## src/rtl/id_scoreboard.sv

```systemverilog
// Register-hazard scoreboard between decode and the in-order EX/ME/WB pipeline.
// Tracks one saturating pending-write counter per GPR and stalls decode on RAW or full-counter hazards.
module id_scoreboard #(
  parameter int CNT_W = 2,
  parameter int NREG  = 32
) (
  input  logic       clk,
  input  logic       reset,
  input  logic       id_src1_en,
  input  logic [4:0] id_src1,
  input  logic       id_src2_en,
  input  logic [4:0] id_src2,
  input  logic       id_we,
  input  logic [4:0] id_dest,
  input  logic       issue_fire,
  input  logic       wb_we,
  input  logic [4:0] wb_dest,
  input  logic       flush,
  output logic       stall,
  output logic       busy,
  output logic [6:0] pending_total,
  output logic       err
);

  localparam logic [CNT_W-1:0] CNT_MAX = '1;

  logic [CNT_W-1:0] cnt     [NREG];
  logic [CNT_W-1:0] cnt_nxt [NREG];
  logic             h1, h2, hf;
  logic             inc_r, dec_r;
  logic             err_set;
  logic [6:0]       total_nxt;

  // Hazards look only at registered counters: a same-cycle writeback does not release decode.
  assign h1    = id_src1_en && (id_src1 != 5'd0) && (cnt[id_src1] != '0);
  assign h2    = id_src2_en && (id_src2 != 5'd0) && (cnt[id_src2] != '0);
  assign hf    = id_we && (id_dest != 5'd0) && (cnt[id_dest] == CNT_MAX);
  assign stall = h1 | h2 | hf;

  always_comb begin
    // NOTE: every signal driven here gets a default before any branch, so no path infers a latch.
    err_set   = issue_fire & stall & ~flush;
    total_nxt = '0;
    inc_r     = 1'b0;
    dec_r     = 1'b0;
    for (int r = 0; r < NREG; r++) begin
      inc_r      = issue_fire & id_we & (id_dest == 5'(r));
      dec_r      = wb_we & (wb_dest == 5'(r));
      cnt_nxt[r] = cnt[r];
      if (flush || r == 0) begin
        cnt_nxt[r] = '0;
      end else if (inc_r && !dec_r) begin
        if (cnt[r] == CNT_MAX) err_set = 1'b1;
        else                   cnt_nxt[r] = cnt[r] + 1'b1;
      end else if (dec_r && !inc_r) begin
        if (cnt[r] == '0) err_set = 1'b1;
        else              cnt_nxt[r] = cnt[r] - 1'b1;
      end
      total_nxt = total_nxt + 7'(cnt_nxt[r]);
    end
  end

  always_ff @(posedge clk or posedge reset) begin
    if (reset) begin
      // NOTE: the counter array is reset, unlike a data RAM, because stall decodes it the cycle reset lifts.
      for (int r = 0; r < NREG; r++) cnt[r] <= '0;
      busy          <= 1'b0;
      pending_total <= '0;
      err           <= 1'b0;
    end else begin
      // NOTE: non-blocking assignments keep every register sampling pre-edge values.
      for (int r = 0; r < NREG; r++) cnt[r] <= cnt_nxt[r];
      busy          <= (total_nxt != '0);
      pending_total <= total_nxt;
      err           <= err | err_set;
    end
  end

endmodule
```

## config.mk

```make
export PLATFORM = sky130hd
export DESIGN_NAME = id_scoreboard
export DESIGN_NICKNAME = d
export VERILOG_FILES = /design/src/rtl/id_scoreboard.sv
export SDC_FILE = /design/constraint.sdc
export NUM_CORES = 1
export LEC_CHECK = 0
export CAP_MARGIN = 30
export CORE_MARGIN = 1
export CORE_UTILIZATION = 55
export DETAILED_ROUTE_END_ITERATION = 12
export GPL_TIMING_DRIVEN = 0
export PLACE_DENSITY = 0.8
export SETUP_SLACK_MARGIN = 0.05
export SLEW_MARGIN = 40
export SYNTH_ARGS = -nofsm -noshare
export SYNTH_HDL_FRONTEND = slang
export SYNTH_SLANG_ARGS = --single-unit
export TNS_END_PERCENT = 1
```

## constraint.sdc

```tcl
create_clock -name clk -period 5.8 [get_ports clk]
set_input_delay 0.58 -clock clk [delete_from_list [all_inputs] [get_ports clk]]
set_output_delay 0.58 -clock clk [all_outputs]
set_load 0.1 [all_outputs]
```

Word level (Yosys, flattened, before mapping)
Index checks and enable logic that the tools add are counted.
{ "op_classes": {"n_reduce_logical": 167, "eq_ne": 94, "n_lt_le_gt_ge": 3, "n_addsub": 92, "n_bitwise": 72, "muxes": 319} }
{ "op_table": {"columns": ["operator", "count"], "rows": [
  ["$mux W2", 161],
  ["$add A7 B2 Y7", 25],
  ["$eq A5 B5 Y1 const B", 32],
  ["$mux W1", 155],
  ["$eq A5 B4 Y1 const B", 16],
  ["$logic_and A1 B1 Y1", 68],
  ["$and A1 B1 Y1", 65],
  ["$eq A2 B2 Y1 const B", 32],
  ["$add A2 B1 Y2 const B", 31],
  ["$logic_not A1 Y1", 62],
  ["$logic_not A2 Y1", 31],
  ["$sub A2 B1 Y2 const B", 31],
  ["$eq A5 B3 Y1 const B", 8],
  ["$bmux W2 S5", 3],
  ["$eq A5 B2 Y1 const B", 4],
  ["$ge A6 B6 Y1 const B", 3],
  ["$not A5 Y6", 3],
  ["$reduce_bool A5 Y1", 3],
  ["$eq A5 B1 Y1 const B", 2],
  ["$add A6 B2 Y7", 1],
  ["$reduce_bool A7 Y1", 1],
  ["$add A5 B2 Y6", 1],
  ["$add A4 B2 Y5", 1],
  ["$add A3 B2 Y4", 1],
  ["4 further kinds", 7]
]} }
{ "word_totals": {"word_cells": 781, "in_bits": 28, "out_inout_bits": 10, "reg_bits": 71} }

Longest topological paths before layout
{ "depth": {"depth_word": 135, "ltp_mapped": 29, "ltp_nobuf": 27} }

Worst setup path after synthesis
Ideal clock, no wire load.
{ "synth_timing": {"path_kind": "input to register", "from": "input id_dest[0]", "to": "register busy", "required_time_ns": 5.661, "n_path_buf": 1, "setup_time_ns": 0.139, "arrival_time_ns": 7.079, "path_stages": 24, "path_slack_ns": -1.417, "cell_sequence": "buf_2 > nand3b_4 > nor2_1 > and3_1 > a21oi_1 > nor2_1 > a21oi_1 > or2_1 > fa_1 > inv_1 > fa_1 > fa_1 > inv_1 > fa_1 > inv_1 > fa_1 > fa_1 > fa_1 > ha_1 > inv_1 > fa_1 > inv_1 > or4_1 > or4_1"} }
{ "synth_via": {"elab_chain_cells": 38, "word_cells_on_any_way": 279, "classes_between": "add/sub: 30; eq/ne: 31; mux: 93; bitwise: 31; reduce/logical: 94"} }
{ "synth_lines": {"columns": ["item", "line_no", "text"], "rows": [
  ["start, declared", "14", "input logic [4:0] id_dest,"],
  ["$eq A5 B1 Y1 or $eq A5 B2 Y1 (tied branches)", "47", "inc_r = issue_fire & id_we & (id_dest == 5'(r));"],
  ["$and A1 B1 Y1", "47", null],
  ["$logic_not A1 Y1", "55", "end else if (dec_r && !inc_r) begin"],
  ["$logic_and A1 B1 Y1", "55", null],
  ["$mux W2", "55", null],
  ["$mux W2", "52", "end else if (inc_r && !dec_r) begin"],
  ["$mux W2", "50", "if (flush || r == 0) begin"],
  ["$add A2 B2 Y3", "59", "total_nxt = total_nxt + 7'(cnt_nxt[r]);"],
  ["$add A3 B2 Y4", "59", null],
  ["$add A4 B2 Y5", "59", null],
  ["$add A5 B2 Y6", "59", null],
  ["$add A6 B2 Y7", "59", null],
  ["$add A7 B2 Y7 (24 in a row)", "59", null],
  ["$add A7 B2 Y7 (*)", "59", null],
  ["via total_nxt[2]", "32", "logic [6:0] total_nxt;"],
  ["$reduce_bool A7 Y1 (*)", "73", "busy <= (total_nxt != '0);"],
  ["end signal, assigned", "73", null],
  ["end, declared", "20", "output logic busy,"]
]} }
The timed path passes the listed nets; every way through them passes the cells marked *.

==> results.txt <==
The number of distinct library cells after synthesis is 83. STA classifies the critical path startpoint as an input port. The first-pass GRT wire length is 50600 um. The path category of the worst min-delay check is in2async. The worst-case setup margin in the final layout came out at -1.42 ns.

The critical path in this run is classified as in2reg. The latest clock arrival within the worst-skew pair is 0.35 ns. In this run the number of H-tree levels came out at 3. The shortest clock period the worst path allows after layout came out at 7.22 ns. The count of port buffers added during placement came out at 31. The number of enable-type register cells in the synthesized netlist is 0.

The post-DP HPWL came out at 24400 um. The cell area after synthesis is 0.00771 sq mm. The critical path goes through buf_2 > buf_6 > and2_4 > clkbuf_8 > nand4_1 > buf_4 > o21ai_0 > a211oi_2 > fa_1 > fa_1 > inv_1 > fa_1 > inv_1 > fa_1 > fa_1 > fa_1 > fa_1 > ha_2 > inv_2 > fa_1 > inv_1 > or4_1 > or4_1. After detailed placement, the design holds a cell count of 1164.

During synthesis, Yosys emitted a total of 0 warnings. The die area is 0.0145 sq mm. The share of async-settable or async-resettable flops after synthesis is 1.00. The number of antenna violations at the first check in global routing came out at 0.

The tree is rooted in a sky130_fd_sc_hd__clkbuf_16. The share of the clock period used by the worst path is 1.24. Entering global routing, the biggest net connects 54 pins.

The CTS sink count is 71. The final antenna-violating net count came out at 0. The post-layout net count is 1191. Overall power consumption after layout is estimated at 1.52 mW. The slew of the pin with the lowest slew margin is 0.945 ns. The area growth from synthesis to layout came out at 33.6%. The worst reg-to-reg setup slack came out at -0.91 ns. Dividing the detail-routed wire length by the instance count gives 26.7 um. The arrival time at the worst endpoint is 7.44 ns. The switching power total is 0.506 mW. The effective utilization at floorplan is 0.573. The finished cells cover 0.0103 sq mm. The max-slew violation total from the final report came to 0. The count of non-filler cells in the finished layout came out at 1277. The number of buffers created by CTS is 9. Counting cells, the worst reg-to-reg path comes to 21. The overall fraction of global-route tracks in use came out at 0.485. The overflow left after global routing came out at 0. The final worst clock skew came out at 0.0125 ns. Among all stages on the critical path, the largest delay is contributed by sky130_fd_sc_hd__fa_1. The final reports fail on design-rule violations, negative setup slack.

The count of final hold-check violations was 0. The core outline area came out at 0.0135 sq mm. TritonCTS built the clock tree. The via count of the first global-routing pass came out at 8483. The sequential-to-total area share from yosys stat came out at 0.230.

The multi-input combinational cell area came out at 0.00601 sq mm. The cell area after placement is 0.00849 sq mm. Setup repair after global routing could not meet its margin everywhere. The maximum buffer depth of the clock tree is 2.

The proportion of total power due to net switching came out at 0.333. Using the TritonRoute via totals, the vias-per-cell ratio works out to 6.95. Together, buffers and inverters on the worst path number 8. The worst ir drop on vdd came out at 0.126 mV. The number of detailed-route iterations in the first pass is 13. Summing over every cut layer, the via total after detailed routing is 8874. The die is 120 um wide.

Summed over all layers, the routed wires come to 34100 um. The synthesized instance count came out at 956. STA classifies the critical path endpoint as a register. The leakage power figure is 4.37 nW.

The combinational power share came out at 0.249. After detailed routing, the number of remaining DRC violations is 3. The part of the total power dissipated in the clock network came out at 0.414. The upper clock frequency limit came out at 139 MHz.

Clock-pin slew was measured on the worst setup and hold paths at 0.06 ns. The cell-internal power is 1.01 mW. The run finished, with violations left. The share of layout cells above drive strength 1 is 0.301. The mean instance size in the synthesized netlist is 8.06 sq um. The power density over the cells is 147 mW/mm^2.

The congestion estimate from routability-driven global placement came to 1.05. The register cell area after layout came out at 0.00178 sq mm. The die boundary height is 120 um. Broken down by cell family, the worst path's largest delay share belongs to adder cells. For this run, the leading register cell type out of synthesis is sky130_fd_sc_hd__dfrtp_1.

The cell count along the critical path came out at 23. Max-cap violations in this run came to 0. Of all nets on the critical path, the largest fanout is 10. The filler cell count came out at 961. The cell that appears most often on the critical path is sky130_fd_sc_hd__fa_1.

The number of core rows is 42. The part of the total power dissipated in sequential elements came out at 0.337. The flop and latch count out of synthesis is 71.

The count of endpoints failing setup in the final report came out at 7. Headroom to the max-slew limit came out at 0.365. 38 I/O pins were placed.

The setup slack at placement is -2.57 ns. The total nets after synthesis came out at 1051. The number of violations reported at the end of detailed-routing iteration 0 came out at 1537. The antenna cell count is 0.

The critical path required time came out at 6.02 ns. The largest incremental delay on the critical path came out at 0.56 ns.
## kinds of logic (layout without fill, tap and decap cells)
| logic type | after synthesis | after routing | synth area share |
|---|---|---|---|
| AOI/OAI and AO/OA | 281 | 281 | 0.243 |
| xor gates and xnor gates | 5 | 5 | 0.00568 |
| adders and majority gates | 67 | 67 | 0.164 |
| buffers and inverters | 161 | 306 | 0.0833 |
| DFF | 71 | 71 | 0.230 |
| muxes | 19 | 19 | 0.0414 |
| and+or+nand+nor | 352 | 352 | 0.232 |
## registers in the layout, indices dropped and copies added (netlist names)
register and count:
err 1, cnt 62, busy 1, pending_total 7
## stage by stage
step | hold slack, ns | utilization | TNS, ns
after floorplan | 0.558 | - | -2.81
after CTS | 0.556 | 0.748 | -3.36
after global placement | 0.602 | 0.632 | -13.18
after global routing | 0.561 | 0.765 | -5.25
final | 0.544 | 0.765 | -4.50
after detailed placement | 0.624 | 0.631 | -13.54
## worst paths after layout
check                                     to              start
hold / removal             cnt[20]$_DFF_PP0_              reset
setup / recovery              busy$_DFF_PP0_         id_dest[2]
min in group clk           cnt[19]$_DFF_PP0_  cnt[19]$_DFF_PP0_
setup reg to reg              busy$_DFF_PP0_  cnt[44]$_DFF_PP0_
hold reg to reg            cnt[19]$_DFF_PP0_  cnt[19]$_DFF_PP0_
max in group asynchronous  cnt[33]$_DFF_PP0_              reset
## cells in the mapped netlist, types with 13 or more instances
master | instances | share of area
sky130_fd_sc_hd__nand2_1 | 104 | 0.051
sky130_fd_sc_hd__inv_1 | 101 | 0.049
sky130_fd_sc_hd__dfrtp_1 | 71 | 0.23
sky130_fd_sc_hd__nor2_1 | 68 | 0.033
sky130_fd_sc_hd__o21ai_0 | 68 | 0.044
sky130_fd_sc_hd__a21oi_1 | 60 | 0.039
sky130_fd_sc_hd__fa_1 | 57 | 0.15
sky130_fd_sc_hd__nand3_1 | 45 | 0.029
sky130_fd_sc_hd__clkbuf_1 | 36 | 0.018
sky130_fd_sc_hd__nor3_1 | 29 | 0.019
sky130_fd_sc_hd__a211oi_1 | 24 | 0.023
sky130_fd_sc_hd__a21o_1 | 23 | 0.022
sky130_fd_sc_hd__nand2b_1 | 18 | 0.015
sky130_fd_sc_hd__buf_2 | 15 | 0.0097
sky130_fd_sc_hd__o211ai_1 | 14 | 0.014
sky130_fd_sc_hd__nor2b_1 | 13 | 0.011
## cell usage in the layout (no fill, tap or decap), types with 17 or more instances in the layout
cell type,netlist,layout
sky130_fd_sc_hd__inv_1,101,89
sky130_fd_sc_hd__nand2_1,104,98
sky130_fd_sc_hd__a21oi_1,60,35
sky130_fd_sc_hd__nor2_1,68,49
sky130_fd_sc_hd__clkbuf_1,36,19
sky130_fd_sc_hd__nor3_1,29,28
sky130_fd_sc_hd__a211oi_1,24,17
sky130_fd_sc_hd__a21oi_2,0,24
sky130_fd_sc_hd__buf_6,2,22
sky130_fd_sc_hd__a21o_1,23,23
sky130_fd_sc_hd__buf_4,1,85
sky130_fd_sc_hd__nand3_1,45,38
sky130_fd_sc_hd__fa_1,57,46
sky130_fd_sc_hd__buf_2,15,21
sky130_fd_sc_hd__dfrtp_1,71,71
sky130_fd_sc_hd__o21ai_1,4,20
sky130_fd_sc_hd__o21ai_0,68,46
## worst reg2reg max path, stage by stage, from the launching register on
cell and delay (ns):
sky130_fd_sc_hd__dfrtp_1 0.32, sky130_fd_sc_hd__clkbuf_1 0.44, sky130_fd_sc_hd__nand3_1 0.17, sky130_fd_sc_hd__o21ai_0 0.12, sky130_fd_sc_hd__nand2_1 0.07, sky130_fd_sc_hd__a21o_1 0.22
sky130_fd_sc_hd__fa_2 0.59, sky130_fd_sc_hd__fa_1 0.44, sky130_fd_sc_hd__fa_2 0.58, sky130_fd_sc_hd__inv_2 0.05, sky130_fd_sc_hd__fa_2 0.38, sky130_fd_sc_hd__inv_2 0.06
sky130_fd_sc_hd__fa_1 0.41, sky130_fd_sc_hd__inv_2 0.08, sky130_fd_sc_hd__fa_1 0.43, sky130_fd_sc_hd__fa_1 0.56, sky130_fd_sc_hd__ha_2 0.19, sky130_fd_sc_hd__inv_2 0.04
sky130_fd_sc_hd__fa_1 0.47, sky130_fd_sc_hd__inv_1 0.05, sky130_fd_sc_hd__or4_1 0.52, sky130_fd_sc_hd__or4_1 0.41
## area by class of cell
| class | instances | area share |
|---|---|---|
| buffer | 52 | 0.0428 |
| clock buffer | 10 | 0.0222 |
| clock inverter | 6 | 0.00899 |
| inverter | 106 | 0.0391 |
| multi-input combinational | 724 | 0.583 |
| sequential | 71 | 0.173 |
| tap | 176 | 0.0214 |
| timing repair buffer | 132 | 0.110 |
## what timing repair did
| item | in CTS | in global routing |
|---|---|---|
| hold endpoints to repair | 0 | 0 |
| endpoints found under the setup margin | 8 | 7 |
| resized for setup | 212 | 40 |
| pin swaps | 94 | 52 |
| buffers inserted | 84 | 15 |
| hold buffers | 0 | 0 |
| cloned | 1 | 0 |
## power by group through the flow
stage / Combinational [mW] / Clock [mW] / Sequential (mW)
after floorplan: 0.145 / 0 / 0.569
after global placement: 0.294 / 0 / 0.521
after detailed placement: 0.290 / 0 / 0.521
after CTS: 0.352 / 0.621 / 0.511
after global routing: 0.389 / 0.641 / 0.512
final: 0.377 / 0.629 / 0.512
## layer usage
| metal | up-vias | part of all wire | global-route usage |
|---|---|---|---|
| li1 | 3693 | - | - |
| met1 | 4225 | 0.37 | 0.628 |
| met2 | 764 | 0.42 | 0.726 |
| met3 | 192 | 0.14 | 0.155 |
| met4 | 0 | 0.067 | 0.259 |
| met5 | - | 0 | 0 |
Power figures use the tool's default switching activity.
